**src/rtl/mem_arb_pkg.sv**
```systemverilog
// Shared definitions for the unified fetch/data memory arbiter: FSM encoding,
// access size codes, grant vector indices and the default starvation limit.
package mem_arb_pkg;

    typedef enum logic [1:0] {
        ST_IDLE    = 2'd0,
        ST_BUSY_IF = 2'd1,
        ST_BUSY_DM = 2'd2
    } state_t;

    localparam logic [1:0] SIZE_BYTE = 2'd0;
    localparam logic [1:0] SIZE_HALF = 2'd1;
    localparam logic [1:0] SIZE_WORD = 2'd2;

    localparam int GNT_IF = 0;
    localparam int GNT_DM = 1;

    localparam int STARVE_LIMIT_DEFAULT = 3;

endpackage

```
**src/rtl/unified_mem_arbiter_if.sv**
```systemverilog
// Pipeline-side and memory-side signal bundle of the arbiter.
// Handshake: x_req is held by the requester until its one-cycle x_done pulse; mem_req and all mem_* fields stay stable until the cycle mem_ack is high.
interface unified_mem_arbiter_if;

    logic        if_req;
    logic [31:0] if_addr;
    logic        if_done;
    logic [31:0] if_rdata;

    logic        dm_req;
    logic        dm_we;
    logic [1:0]  dm_size;
    logic [31:0] dm_addr;
    logic [31:0] dm_wdata;
    logic        dm_done;
    logic [31:0] dm_rdata;

    logic        mem_req;
    logic        mem_we;
    logic [1:0]  mem_size;
    logic [31:0] mem_addr;
    logic [31:0] mem_wdata;
    logic        mem_ack;
    logic [31:0] mem_rdata;

    logic        stall;

    modport slave (
        input  if_req, if_addr, dm_req, dm_we, dm_size, dm_addr, dm_wdata,
        input  mem_ack, mem_rdata,
        output if_done, if_rdata, dm_done, dm_rdata,
        output mem_req, mem_we, mem_size, mem_addr, mem_wdata, stall
    );

    modport master (
        output if_req, if_addr, dm_req, dm_we, dm_size, dm_addr, dm_wdata,
        output mem_ack, mem_rdata,
        input  if_done, if_rdata, dm_done, dm_rdata,
        input  mem_req, mem_we, mem_size, mem_addr, mem_wdata, stall
    );

endinterface

```
**src/rtl/mem_arb_pick.sv**
```systemverilog
// Combinational winner selection: data stage wins unless fetch is being forced.
module mem_arb_pick
    import mem_arb_pkg::*;
(
    input  logic       i_if_req,
    input  logic       i_dm_req,
    input  logic       i_fetch_forced,
    output logic [1:0] o_grant
);

    logic w_dm_win;

    // Forcing only matters while fetch is actually waiting, so a lone
    // data request is never blocked by a saturated streak.
    assign w_dm_win        = i_dm_req & ~(i_fetch_forced & i_if_req);
    assign o_grant[GNT_DM] = w_dm_win;
    assign o_grant[GNT_IF] = i_if_req & ~w_dm_win;

endmodule

```
**src/rtl/unified_mem_arbiter.sv**
```systemverilog
// Arbitrates fetch and data-stage accesses onto one single-port memory.
// Optional ARB_STARVE_GUARD_EN: limits consecutive data grants while fetch waits.
module unified_mem_arbiter
    import mem_arb_pkg::*;
#(
    parameter int STARVE_LIMIT = STARVE_LIMIT_DEFAULT
) (
    input  logic                  i_clk,
    input  logic                  i_rst_n,
    unified_mem_arbiter_if.slave  io_bus,
    output state_t                o_state
);

    state_t      r_state;
    state_t      w_state_nxt;
    logic        r_if_done;
    logic        r_dm_done;
    logic        r_mem_req;
    logic        r_mem_we;
    logic [1:0]  r_mem_size;
    logic [31:0] r_mem_addr;
    logic [31:0] r_mem_wdata;
    logic [31:0] r_if_rdata;
    logic [31:0] r_dm_rdata;
    logic        w_idle_free;
    logic        w_fetch_forced;
    logic        w_ack_if;
    logic        w_ack_dm;
    logic [1:0]  w_pick;
    logic [1:0]  w_grant;

    // No grant in the cycle a done pulses: the requester still holds req then.
    assign w_idle_free = (r_state == ST_IDLE) & ~r_if_done & ~r_dm_done;
    assign w_grant     = w_pick & {2{w_idle_free}};
    assign w_ack_if    = (r_state == ST_BUSY_IF) & io_bus.mem_ack;
    assign w_ack_dm    = (r_state == ST_BUSY_DM) & io_bus.mem_ack;

`ifdef ARB_STARVE_GUARD_EN
    localparam int STREAK_W = (STARVE_LIMIT < 1) ? 1 : $clog2(STARVE_LIMIT + 1);
    logic [STREAK_W-1:0] r_dm_streak;

    assign w_fetch_forced = (r_dm_streak == STREAK_W'(STARVE_LIMIT));

    always_ff @(posedge i_clk or negedge i_rst_n) begin
        if (!i_rst_n) begin
            r_dm_streak <= '0;
        end else if (w_grant[GNT_IF]) begin
            r_dm_streak <= '0;
        end else if (w_grant[GNT_DM] && io_bus.if_req && !w_fetch_forced) begin
            r_dm_streak <= r_dm_streak + 1'b1;
        end
    end
`else
    assign w_fetch_forced = 1'b0;
`endif

    mem_arb_pick u_pick (
        .i_if_req       (io_bus.if_req),
        .i_dm_req       (io_bus.dm_req),
        .i_fetch_forced (w_fetch_forced),
        .o_grant        (w_pick)
    );

    always_ff @(posedge i_clk or negedge i_rst_n) begin
        if (!i_rst_n) begin
            r_state <= ST_IDLE;
        end else begin
            r_state <= w_state_nxt;
        end
    end

    always_comb begin
        w_state_nxt = r_state;
        case (r_state)
            ST_IDLE: begin
                if (w_grant[GNT_DM]) begin
                    w_state_nxt = ST_BUSY_DM;
                end else if (w_grant[GNT_IF]) begin
                    w_state_nxt = ST_BUSY_IF;
                end
            end
            ST_BUSY_IF, ST_BUSY_DM: begin
                if (io_bus.mem_ack) begin
                    w_state_nxt = ST_IDLE;
                end
            end
            default: w_state_nxt = ST_IDLE;
        endcase
    end

    always_ff @(posedge i_clk or negedge i_rst_n) begin
        if (!i_rst_n) begin
            r_if_done   <= 1'b0;
            r_dm_done   <= 1'b0;
            r_mem_req   <= 1'b0;
            r_mem_we    <= 1'b0;
            r_mem_size  <= '0;
            r_mem_addr  <= '0;
            r_mem_wdata <= '0;
            r_if_rdata  <= '0;
            r_dm_rdata  <= '0;
        end else begin
            r_if_done <= w_ack_if;
            r_dm_done <= w_ack_dm;
            if (w_grant[GNT_DM]) begin
                r_mem_req   <= 1'b1;
                r_mem_we    <= io_bus.dm_we;
                r_mem_size  <= io_bus.dm_size;
                r_mem_addr  <= io_bus.dm_addr;
                r_mem_wdata <= io_bus.dm_wdata;
            end else if (w_grant[GNT_IF]) begin
                r_mem_req   <= 1'b1;
                r_mem_we    <= 1'b0;
                r_mem_size  <= SIZE_WORD;
                r_mem_addr  <= io_bus.if_addr;
            end else if (w_ack_if || w_ack_dm) begin
                r_mem_req   <= 1'b0;
            end
            if (w_ack_if) begin
                r_if_rdata <= io_bus.mem_rdata;
            end
            if (w_ack_dm) begin
                r_dm_rdata <= io_bus.mem_rdata;
            end
        end
    end

    assign io_bus.if_done   = r_if_done;
    assign io_bus.dm_done   = r_dm_done;
    assign io_bus.if_rdata  = r_if_rdata;
    assign io_bus.dm_rdata  = r_dm_rdata;
    assign io_bus.mem_req   = r_mem_req;
    assign io_bus.mem_we    = r_mem_we;
    assign io_bus.mem_size  = r_mem_size;
    assign io_bus.mem_addr  = r_mem_addr;
    assign io_bus.mem_wdata = r_mem_wdata;
    assign io_bus.stall     = (io_bus.if_req & ~r_if_done) | (io_bus.dm_req & ~r_dm_done);
    assign o_state          = r_state;

endmodule

```
**src/flat_wrapper.sv**
```systemverilog
// flat-port wrapper written by rule: the top's interface ports become plain ports
module unified_mem_arbiter_flat import mem_arb_pkg::*;
#(
    parameter int STARVE_LIMIT = STARVE_LIMIT_DEFAULT
)
  (i_clk, i_rst_n, o_state, io_bus_if_req, io_bus_if_addr, io_bus_dm_req, io_bus_dm_we, io_bus_dm_size, io_bus_dm_addr, io_bus_dm_wdata, io_bus_mem_ack, io_bus_mem_rdata, io_bus_if_done, io_bus_if_rdata, io_bus_dm_done, io_bus_dm_rdata, io_bus_mem_req, io_bus_mem_we, io_bus_mem_size, io_bus_mem_addr, io_bus_mem_wdata, io_bus_stall);
  unified_mem_arbiter_if io_bus_i ();
  input  logic i_clk;
  input  logic i_rst_n;
  output state_t o_state;
  input wire logic [$bits(io_bus_i.if_req)-1:0] io_bus_if_req;
  input wire logic [$bits(io_bus_i.if_addr)-1:0] io_bus_if_addr;
  input wire logic [$bits(io_bus_i.dm_req)-1:0] io_bus_dm_req;
  input wire logic [$bits(io_bus_i.dm_we)-1:0] io_bus_dm_we;
  input wire logic [$bits(io_bus_i.dm_size)-1:0] io_bus_dm_size;
  input wire logic [$bits(io_bus_i.dm_addr)-1:0] io_bus_dm_addr;
  input wire logic [$bits(io_bus_i.dm_wdata)-1:0] io_bus_dm_wdata;
  input wire logic [$bits(io_bus_i.mem_ack)-1:0] io_bus_mem_ack;
  input wire logic [$bits(io_bus_i.mem_rdata)-1:0] io_bus_mem_rdata;
  output wire logic [$bits(io_bus_i.if_done)-1:0] io_bus_if_done;
  output wire logic [$bits(io_bus_i.if_rdata)-1:0] io_bus_if_rdata;
  output wire logic [$bits(io_bus_i.dm_done)-1:0] io_bus_dm_done;
  output wire logic [$bits(io_bus_i.dm_rdata)-1:0] io_bus_dm_rdata;
  output wire logic [$bits(io_bus_i.mem_req)-1:0] io_bus_mem_req;
  output wire logic [$bits(io_bus_i.mem_we)-1:0] io_bus_mem_we;
  output wire logic [$bits(io_bus_i.mem_size)-1:0] io_bus_mem_size;
  output wire logic [$bits(io_bus_i.mem_addr)-1:0] io_bus_mem_addr;
  output wire logic [$bits(io_bus_i.mem_wdata)-1:0] io_bus_mem_wdata;
  output wire logic [$bits(io_bus_i.stall)-1:0] io_bus_stall;
  assign io_bus_i.if_req = io_bus_if_req;
  assign io_bus_i.if_addr = io_bus_if_addr;
  assign io_bus_i.dm_req = io_bus_dm_req;
  assign io_bus_i.dm_we = io_bus_dm_we;
  assign io_bus_i.dm_size = io_bus_dm_size;
  assign io_bus_i.dm_addr = io_bus_dm_addr;
  assign io_bus_i.dm_wdata = io_bus_dm_wdata;
  assign io_bus_i.mem_ack = io_bus_mem_ack;
  assign io_bus_i.mem_rdata = io_bus_mem_rdata;
  assign io_bus_if_done = io_bus_i.if_done;
  assign io_bus_if_rdata = io_bus_i.if_rdata;
  assign io_bus_dm_done = io_bus_i.dm_done;
  assign io_bus_dm_rdata = io_bus_i.dm_rdata;
  assign io_bus_mem_req = io_bus_i.mem_req;
  assign io_bus_mem_we = io_bus_i.mem_we;
  assign io_bus_mem_size = io_bus_i.mem_size;
  assign io_bus_mem_addr = io_bus_i.mem_addr;
  assign io_bus_mem_wdata = io_bus_i.mem_wdata;
  assign io_bus_stall = io_bus_i.stall;
  unified_mem_arbiter #(.STARVE_LIMIT(STARVE_LIMIT)) u_core (.i_clk(i_clk), .i_rst_n(i_rst_n), .io_bus(io_bus_i), .o_state(o_state));
endmodule
```
**config.mk**
```make
export PLATFORM = sky130hd
export DESIGN_NAME = unified_mem_arbiter_flat
export DESIGN_NICKNAME = d
export VERILOG_FILES = /design/src/rtl/mem_arb_pkg.sv /design/src/rtl/unified_mem_arbiter_if.sv /design/src/rtl/mem_arb_pick.sv /design/src/rtl/unified_mem_arbiter.sv /design/src/flat_wrapper.sv
export SDC_FILE = /design/constraint.sdc
export NUM_CORES = 1
export LEC_CHECK = 0
export ABC_CLOCK_PERIOD_IN_PS = 2300
export BUFFER_PORTS_ARGS = -buffer_cell sky130_fd_sc_hd__buf_2
export CAP_MARGIN = 20
export CORE_MARGIN = 4
export CORE_UTILIZATION = 46
export CTS_CLUSTER_SIZE = 10
export DETAILED_ROUTE_END_ITERATION = 12
export MAX_ROUTING_LAYER = met4
export PLACE_DENSITY_LB_ADDON = 0.1
export SYNTH_ARGS = -nofsm -noshare
export SYNTH_HDL_FRONTEND = slang
export SYNTH_SLANG_ARGS = --single-unit
```
**constraint.sdc**
```tcl
create_clock -name i_clk -period 2.3 [get_ports i_clk]
set_input_delay 0.23 -clock i_clk [delete_from_list [all_inputs] [get_ports i_clk]]
set_output_delay 0.23 -clock i_clk [all_outputs]
set_load 0.01 [all_outputs]
```
==> metrics.md <==
| Metric | Value |
|---|---|
| Post-DP HPWL | 11860 microns |
| Total track usage | between 20% and 30% |
| #FFs+latches synth | between 100 and 150 |
| Post-synth ARST share | between 90% and 100% |
| Die extent in y | 117.2 microns |
| Crit-path cells | inv_1 -> ha_1 -> or3b_1 -> buf_4 -> o2bb2ai_1 -> a211oi_1 |
| Worst Path Required | around 2.6 ns |
| Worst Hold Endpoint | u_core.io_bus.mem_wdata[22]$_DFFE_PN0N_ |
| Max Freq | 0.5041 GHz |
| Io pins | about 270 |
| R2r startpoint | u_core.o_state[1]$_DFFE_PN0P_ |
| Hold Startpoint | io_bus_dm_wdata[22] |
| Worst R2R End | u_core.io_bus.mem_addr[31]$_DFFE_PN0P_ |
| Initial drt markers | roughly 310 |
| Post-synth top area cell | dfrtp_1 |
| PnR worst setup slack | 0.3164 ns |
| Net switching fraction of the power | a little over a third |
| Synth top area cells | dfrtp_1 (62%), mux2_2 (13%), nand2_1 (9.0%) |
| Dpl cells | 858 |
| DR pass1 iterations | 4 |
| Gpl congestion | around 0.84 |
| Final worst-path cycle share | a little under nine tenths |
| Fin crit period | between 1.5 and 2 ns |
| Post_cts resized | 0 |
| Clock Skew | 0.006655 ns |
| Cell Pwr Density | approximately 1500 nW/um^2 |
| CP endpoint kind | register |
| Remaining antenna violation count | 0 |
| Layout Area Growth over Synthesis | 45.31% |
| Largest net degree at the start of global routing | 50 |
| TNS Setup | 0 ns |
| Min Hold Slack | about 0.022 ns |
| Clk root buf | clkbuf_16 |
| Port Buffers | ~270 |
| Worst-Margin Slew | between 0.6 and 0.7 ns |
| CTS tree | yes |
| Crit-path slowest cell | dfrtp_1 |
| R2R cell count | 6 |
| Critical setup path kind | register to register |
| Max Fanout on Critical Path | 33 |
| Die area | about 14000 sq um |
| Clk buf depth | 2 |
| Max VDD drop | 932.6 uV |
| Critical path's top delay family | flip-flops |
| Int Pwr | roughly 7.5 mW |
| Mapped Area | roughly 5500 sq um |
| Synthesized net count | between 500 and 600 |
| Setup slack, reg-to-reg | around 0.32 ns |
| Fin cells | around 920 |
| Via density | approximately 5.2 |
| Core region area | 11560 sq um |
| Max incr delay on CP | between 0.4 and 0.5 ns |
| Vias in the first global route | 4935 |
| Share of layout cells above drive strength 1 | 49.74% |
| H-tree levels | 4 |
| Synth cell count leaders | dfrtp_1 (136), nand2_1 (131), mux2_2 (64) |
| Initial Util | between 40% and 50% |
| Most frequent cell after synthesis | dfrtp_1 |
| Clock latency on the worst-skew pair | 0.42 ns |
| Clk slew on worst S/H paths | about 0.060 ns |
| Worst min-delay path category | input port to register |
| Yosys top cell area share | ~62% |
| Nets | roughly 900 |
| Final hold vios | 0 |
| CTS Hold Bufs | 31 |
| Clk sink count | ~140 |
| Sw power | just over 4 mW |
| DRC errors left | 0 |
| TritonCTS Buffers | 17 |
| Dpl ws | about 0.33 ns |
| Leakage | approximately 4.2 nW |
| Combinational Power Share | 38.6% |
| Post-synth cell types | 27 |
| Maxcap violations | 0 |
| Post-Route WL | around 17000 microns |
| Initial antenna violation count | 1 |
| Number of synthesis warnings | 0 |
| Std cell rows | 39 |
| Global route overflow | 0 |
| First-pass GRT wire length | about 25000 microns |
| Worst path bufs/invs | 2 |
| Sequential share of power | between 30% and 40% |
| Final Max Slew Viols | 0 |
| Mapped Cells | 458 |
| Die X | 117.2 microns |
| Synth Flop Type | dfrtp_1 |
| Via count | just under 5k |
| Hold depth | 3 |
| Setup-failing EPs final | 0 |
| # Post-CTS Setup Buffers | 0 |
| Crit path DAT | 2.30 ns |
| Clk network pwr share | between 20% and 30% |
| Slew headroom | a little under three fifths |
| Post-synthesis sequential area ratio | between 60 and 70% |
| Status | completed |
| Syn Area/Cell | roughly 12 sq um |
| Number of synthesized flops with an enable pin | 0 |
| DR WL/cell | ~18 microns |
| RSZ-0062 raised after global routing | false |
| Critical path launch point type | register |
==> routing by layer <==
metal	wire (microns)	vias to the layer above	global-route usage [%]
met1	6232	2309	28.54
met4	353	0	10.86
met5	0	-	-
met3	1594	29	8.380
met2	8399	253	40.54
li1	-	2233	-
==> cells in the final DEF (no fill, tap or decap), types with 3 or more instances in the layout <==
cell and n:
clkbuf_16 17, dlygate4sd3_1 31, dfrtp_1 136, ha_1 3, inv_1 8, nand2_1 130
bufinv_16 4, nand3_1 3, buf_4 16, buf_2 271, mux2_2 64, clkinv_2 5
a22oi_1 31, a32oi_1 31
==> sequential cells by signal (all words and copies together), names as in the netlist <==
| name | flops |
|---|---|
| u_core.o_state | 2 |
| u_core.io_bus.if_done | 1 |
| u_core.io_bus.mem_wdata | 32 |
| u_core.io_bus.mem_we | 1 |
| u_core.io_bus.mem_size | 2 |
| u_core.io_bus.dm_done | 1 |
| u_core.io_bus.mem_addr | 32 |
| u_core.io_bus.mem_req | 1 |
| u_core.io_bus.if_rdata | 32 |
| u_core.io_bus.dm_rdata | 32 |
==> through the flow <==
stage               util (%)  power (mW)  cell area, sq um
floorplan                  -       6.762              5487
global placement       60.93       8.613              7047
detailed placement     60.93       8.770              7047
CTS                    68.90       11.67              7968
global route           68.92       12.38              7970
finish                 68.94       11.56              7973
==> area by class of cell <==
type | instances | area [sq um]
fill | 886 | 3592
sequential | 136 | 3403
multi-input combinational | 283 | 1938
timing repair buffer | 319 | 1807
clock buffer | 19 | 432.9
tap | 143 | 178.9
clock inverter | 13 | 177.7
inverter | 8 | 30.03
antenna | 2 | 5.005
==> cells by family (layout without fill, tap and decap cells) <==
kind of cell	Yosys count	in the layout	synth area share (%)
AND/OR/NAND/NOR	145	145	10.79
multiplexers	64	64	13.14
AO/OA/AOI/OAI	71	71	10.35
flip-flops	136	136	62.03
buffers and inverters	39	359	3.010
adder cells (fa/ha/maj)	3	3	0.6842
other	0	2	0
==> power groups by stage <==
stage          Clock (mW)  Combinational, mW  Sequential [mW]
3_5_place_dp            0               4.48             4.29
6_report             2.81               4.46             4.29
5_1_grt              3.00               4.95             4.43
2_1_floorplan           0               1.95             4.81
3_3_place_gp            0               4.37             4.24
4_1_cts              2.87               4.52             4.28
==> worst register-to-register path: stages, from the launching register on <==
cell and delay [ns]:
dfrtp_1 0.43, inv_1 0.11, ha_1 0.27, or3b_1 0.42, buf_4 0.27, o2bb2ai_1 0.18, a211oi_1 0.23
==> how the worst max path moves through the flow <==
stage	start	end	slack [ns]	cells after the start
finish	u_core.o_state[1]$_DFFE_PN0P_	u_core.io_bus.mem_addr[31]$_DFFE_PN0P_	0.32	6
global route	u_core.o_state[1]$_DFFE_PN0P_	u_core.io_bus.mem_addr[31]$_DFFE_PN0P_	0.15	6
CTS	u_core.o_state[1]$_DFFE_PN0P_	u_core.io_bus.mem_addr[31]$_DFFE_PN0P_	0.33	6
detailed placement	u_core.o_state[1]$_DFFE_PN0P_	u_core.io_bus.mem_addr[31]$_DFFE_PN0P_	0.33	6
global placement	u_core.o_state[0]$_DFFE_PN0P_	u_core.io_bus.mem_addr[31]$_DFFE_PN0P_	0.46	6
floorplan	u_core.o_state[0]$_DFFE_PN0P_	u_core.io_bus.mem_size[0]$_DFFE_PN0P_	0.53	6
(Power assumes the default switching activity.)
